[src/rtl/vga_pixel_fetch.sv]
// Two-stage VGA pixel fetch: registers the frame-memory address, then the colour and syncs.
// Optional test pattern (vertical colour bars) is built only when VGA_TEST_PATTERN_EN is defined.
module vga_pixel_fetch (
  input  logic        clk,
  input  logic        reset,
  input  logic        hsync_in,
  input  logic        vsync_in,
  input  logic        h_active,
  input  logic        v_active,
  input  logic [6:0]  hPixel,
  input  logic [6:0]  vPixel,
  input  logic        test_mode,
  output logic [13:0] vram_addr,
  input  logic [2:0]  vram_data,
  output logic        vga_red,
  output logic        vga_green,
  output logic        vga_blue,
  output logic        vga_hsync,
  output logic        vga_vsync,
  output logic        synced,
  output logic [7:0]  frame_count
);

  typedef enum logic {
    UNSYNCED,
    SYNCED
  } lock_state_t;

  lock_state_t state;

  logic       active_d1;
  logic       hsync_d1;
  logic       vsync_d1;
  logic       vsync_prev;
  logic       vsync_fall;
  logic [2:0] pixel_rgb;

  assign vsync_fall = vsync_prev & ~vsync_in;

`ifdef VGA_TEST_PATTERN_EN
  logic test_mode_d1;

  // vram_addr[6:4] already carries the stage-1 copy of hPixel[6:4], so the bars need no extra register
  always_comb begin
    pixel_rgb = vram_data;
    if (test_mode_d1) pixel_rgb = vram_addr[6:4];
  end

  always_ff @(posedge clk or posedge reset) begin
    if (reset) test_mode_d1 <= 1'b0;
    else       test_mode_d1 <= test_mode;
  end
`else
  logic unused_test_mode;

  assign unused_test_mode = test_mode;
  assign pixel_rgb        = vram_data;
`endif

  always_ff @(posedge clk or posedge reset) begin
    if (reset) begin
      vram_addr <= 14'd0;
      active_d1 <= 1'b0;
      hsync_d1  <= 1'b1;
      vsync_d1  <= 1'b1;
    end else begin
      vram_addr <= {vPixel, hPixel};
      active_d1 <= h_active & v_active;
      hsync_d1  <= hsync_in;
      vsync_d1  <= vsync_in;
    end
  end

  // Stage 2: vram_data answers the stage-1 address, so it lines up with active_d1
  always_ff @(posedge clk or posedge reset) begin
    if (reset) begin
      vga_red   <= 1'b0;
      vga_green <= 1'b0;
      vga_blue  <= 1'b0;
      vga_hsync <= 1'b1;
      vga_vsync <= 1'b1;
    end else begin
      if (active_d1 && synced) begin
        {vga_red, vga_green, vga_blue} <= pixel_rgb;
      end else begin
        {vga_red, vga_green, vga_blue} <= 3'b000;
      end
      vga_hsync <= hsync_d1;
      vga_vsync <= vsync_d1;
    end
  end

  // The locking edge only flips the state; later falling edges count frames
  always_ff @(posedge clk or posedge reset) begin
    if (reset) begin
      state       <= UNSYNCED;
      synced      <= 1'b0;
      frame_count <= 8'd0;
      vsync_prev  <= 1'b1;
    end else begin
      vsync_prev <= vsync_in;
      case (state)
        UNSYNCED: begin
          if (vsync_fall) begin
            state  <= SYNCED;
            synced <= 1'b1;
          end
        end
        SYNCED: begin
          synced <= 1'b1;
          if (vsync_fall) frame_count <= frame_count + 8'd1;
        end
      endcase
    end
  end

endmodule

[config.mk]
export PLATFORM = sky130hd
export DESIGN_NAME = vga_pixel_fetch
export DESIGN_NICKNAME = d
export VERILOG_FILES = /design/src/rtl/vga_pixel_fetch.sv
export SDC_FILE = /design/constraint.sdc
export NUM_CORES = 1
export LEC_CHECK = 0
export CORE_ASPECT_RATIO = 0.6
export CORE_MARGIN = 5
export CORE_UTILIZATION = 38
export DETAILED_ROUTE_END_ITERATION = 12
export PLACE_DENSITY = 0.77
export SLEW_MARGIN = 10
export SYNTH_ARGS = -nofsm -noshare
export SYNTH_HDL_FRONTEND = slang
export SYNTH_SLANG_ARGS = --single-unit
export TNS_END_PERCENT = 5
[constraint.sdc]
create_clock -name clk -period 1.7 [get_ports clk]
set_input_delay 0.17 -clock clk [delete_from_list [all_inputs] [get_ports clk]]
set_output_delay 0.17 -clock clk [all_outputs]
set_load 0.05 [all_outputs]
[Word level (Yosys, flattened, before mapping)]
Index checks and enable logic that the tools add are counted.
Cells by class
  multipliers: 0
  divide/modulo/power cells: 0
  add/sub/neg operators: 1
  eq/ne operators: 1
  magnitude comparators: 0
  shift-type cells: 0
  muxes and demuxes: 7
  bitwise logic cells: 4
  reduce and logical (&&, ||, !) cells: 2
Operators by type and width (count)
  $add 8x1->8 const B: 1
  $mux 1: 6
  $and 1x1->1: 2
  $ne 2x2->1 const B: 1
  $not 1->1: 2
  $pmux 1 s2: 1
  $reduce_and 2->1: 1
  $logic_and 1x1->1: 1
Word-level totals
  memories kept: 0
  output and inout port bits: 28
  bits in latches: 0
  input port bits: 24
  ROM bits: 0
  bits in registers: 32
  logic and storage cells: 27
  RAM bits: 0

[Longest topological paths before layout]
Gate-level depths: netlist (run 1).
  depth in word-level cells: 4
  mapped depth: 4
  depth with buffers taken out: 4

[Worst setup path before layout (run 1)]
Ideal clock, no wire load.
  path kind: reg-to-reg
  from: register frame_count[0]
  to: register frame_count[6]
  path slack: 0.288 ns
  data required time: 1.618 ns
  arrival time: 1.330 ns
  path buffers: 0
  period minus slack after synthesis: 1.412 ns
  library setup time: 0.082 ns
  cell stages (with the launch flop): 5
  cell sequence: dfrtp_1 ha_1 nand2_1 nor3_1 xor2_1
Between the ends
  longest elaborated chain between the ends: 1
Ends and longest elaborated chain
  start: declaration: RTL line 21  | output logic [7:0] frame_count
  start signal: assignment: RTL line 111  | if (vsync_fall) frame_count <= frame_count + 8'd1;
  $add 8x1->8: RTL line 111
No other way between the ends.
A chain may end at the register's enable or synchronous reset.

[Worst setup path in the final report (run 1)]
  from: register vram_addr[12]
  to: output port vram_addr[12]
RTL lines
  start: declaration: RTL line 13  | output logic [13:0] vram_addr,
  start signal: assignment: RTL line 67  | vram_addr <= {vPixel, hPixel};
No word-level cell between the ends.

==> metrics, run 1 <==
largest area contributor in the netlist dfrtp_1; DRT iter0 DRCs 14; Yosys cell types 18; Achievable Freq 630.8 MHz; layout cell share with drive strength beyond 1 21.49%; Static Leak 0.7675 nW; fillers around 190; Routed WL per cell 13.66 µm; most common library cells after synthesis dfrtp_1 (28), nand2_1 (6), xor2_1 (5); post-synthesis sequential area ratio 78.25%; critical path arrival roughly 1.4 ns; routed wire length 2090 µm; Mapped Nets 87; relative slew slack 66.01%; first-pass GRT wire length approximately 3400 µm; Synth Area per Inst 16.61 µm²; multiplexer area fraction after synthesis 1.094%; Compound-Gate Fraction of Synth Area 0%; Cell Rows 14; Post-Synth Simple-Gate Area 13.12%; RSZ-0062 raised after global routing false; Hold Fails Final Rpt 0; worst setup path start vram_addr[12]; CP Launch Type flip-flop; FF-to-FF Start vsync_prev; postcts setup bufs 0; Crit Path Max Fanout 1; RD Place Congestion 0.7331; ys async rst share 100.0%; Setup-failing EPs final 0; DP HPWL 1602 µm; CTS Root Cell clkbuf_8; initial core utilization approximately 41%; Yosys top cell area share 68.04%; Crit Path Class flip-flop to primary output; Worst EP required 1.53 ns; Hold Path Class primary input to asynchronous set/reset pin; Post-Syn Instances 62; CTS tree done; worst-skew pair later-pin latency 0.28 ns; synth top area cells dfrtp_1 (68%), dfstp_2 (10%), xor2_1 (4.3%); Max clock buf depth 2; slowest cell on the critical path clkdlybuf4s50_1; count of pins over their slew limit 0; grt ovf 0; chip width 77.21 µm; R2R setup slack 0.43 ns; die area 3885 µm²; Yosys warning total 0; 1st-pass router iterations 4; status finished clean; GRT Total Usage 11.58%; CORE AREA 2540 µm²; Max Cap Viol 0; H-tree depth 2; clk slew on worst S/H paths 0.06 ns; post-route setup TNS 0 ns; DR vias 653; post-layout net count ~150; pwr dens 1380 nW/µm²; FF/Latch Area 805.8 µm²; Setup crit end kind primary output; die height 50.32 µm; clock sink total 32; Detail Route Antenna Nets 0; xor/xnor share of the synthesized area approximately 6.0%; number of global-route vias before repair approximately 660; Worst path max stage delay 0.80 ns; Worst-Margin Slew 0.5082 ns; worst path cell trace clkdlybuf4s50_1; placed cell count 145; number of flops mapped to enable cells by yosys 0; CTS resizes 0; Yosys reg bits 32; cell family with most CP delay buffers and inverters; most common flop cell mapped by yosys dfrtp_1; # IOs 52; I/O Buffers 50; dominant cell by count in the synthesized netlist dfrtp_1; Buf/Inv on CP 1; final non-filler cell total 153; largest net degree at the start of global routing 23; Period Utilization, post-route between 90 and 100%; vias per inst 4.268; number of CTS-inserted buffers 5; DRC viols 0; initial antenna violation count 0; # hold bufs at CTS 0; Synth Cell Area 1030 µm²; minimum clock period between 1.5 and 2 ns; clock skew between 0.003 and 0.004 ns; VDD IR-drop max about 0.00090 V; Area Growth Syn to Fin 62.21%; main combinational cell family by area after synthesis simple AND/OR/NAND/NOR gates; Adder-Cell Fraction of Synth Area 1.215%; ant diodes 0; area of the multi-input gates 220.2 µm²
## final cells by class
type | count | area share [%]
timing repair buffer | 51 | 29.51
clock inverter | 2 | 2.097
inverter | 1 | 0.2247
sequential | 32 | 48.24
tap | 32 | 2.397
multi-input combinational | 29 | 13.18
clock buffer | 6 | 4.345
## placed cells by master (no fill, tap or decap)
cell type        count
or3_1                1
clkbuf_8             5
mux2_1               1
buf_12               1
dfrtp_1             28
nor2_1               2
nand2_1              6
clkbuf_1             1
or2_2                1
clkinv_2             1
inv_1                1
clkdlybuf4s50_1     39
and2b_1              1
buf_4               11
nand3_1              1
bufinv_16            1
xnor2_1              2
ha_1                 1
nand4b_4             1
xor2_1               5
dfstp_2              4
and2_1               1
nor3_1               2
nor4_4               1
and3_1               3
## path summary, 6_finish.rpt
path                       depth (start not counted)        endpoint
setup / recovery                                   1   vram_addr[12]
max in group asynchronous                          3      vsync_prev
min in group clk                                   1        hsync_d1
hold / removal                                     2   vram_addr[13]
hold reg to reg                                    0       vga_hsync
setup reg to reg                                   3  frame_count[1]
## registers in the layout, indices dropped and copies added, names as in the netlist
register,flops
hsync_d1,1
state,1
vsync_prev,1
vga_blue,1
active_d1,1
vga_vsync,1
synced,1
vga_hsync,1
frame_count,8
vga_green,1
vram_addr,14
vga_red,1
## per-layer routing
metal  global-route usage (%)  share of wire [%]  vias to the layer above
met2                    15.78                 41                       36
met4                    3.429               0.86                        0
met3                    8.929                 13                        4
met1                    14.16                 45                      298
li1                         -                  -                      315
met5                        0                  0                        -
## metrics by stage
stage | instance area (µm²) | setup WS [ns] | util (%) | power, W | hold slack [ns]
finish | 1670 | 0.1148 | 65.76 | 0.002305 | 0.1819
global route | 1670 | 0.07079 | 65.76 | 0.002421 | 0.2311
CTS | 1670 | 0.1014 | 65.76 | 0.002335 | 0.1937
detailed placement | 1563 | 0.2450 | 61.53 | 0.001623 | 0.3542
global placement | 1563 | 0.2547 | 61.53 | 0.001610 | 0.3462
floorplan | 1030 | 0.2884 | - | 0.001374 | 0.1745
## report_power, final
| part | leakage, nW | switching [W] | internal [W] |
|---|---|---|---|
| Sequential | 0.378 | 0.0000904 | 0.000855 |
| Combinational | 0.334 | 0.000426 | 0.000230 |
| Clock | 0.0552 | 0.000269 | 0.000434 |
## kinds of logic (layout without fill, tap and decap cells)
logic type	after synthesis	in the layout
xor gates and xnor gates	7	7
muxes	1	1
and+or+nand+nor	20	20
buffers and inverters	1	60
DFF	32	32
adders and majority gates	1	1
No activity file was read; power rests on OpenSTA's default activity.
==> run 2, diff against run 1 <==
--- a/config.mk
+++ b/config.mk
@@ -8,6 +8,7 @@
 export CORE_ASPECT_RATIO = 0.6
 export CORE_MARGIN = 5
 export CORE_UTILIZATION = 38
+export CTS_CLUSTER_SIZE = 14
 export DETAILED_ROUTE_END_ITERATION = 12
 export PLACE_DENSITY = 0.77
 export SLEW_MARGIN = 10
==> results of run 2 <==
Final layout, timing and power as in run 1 (identical DEF).
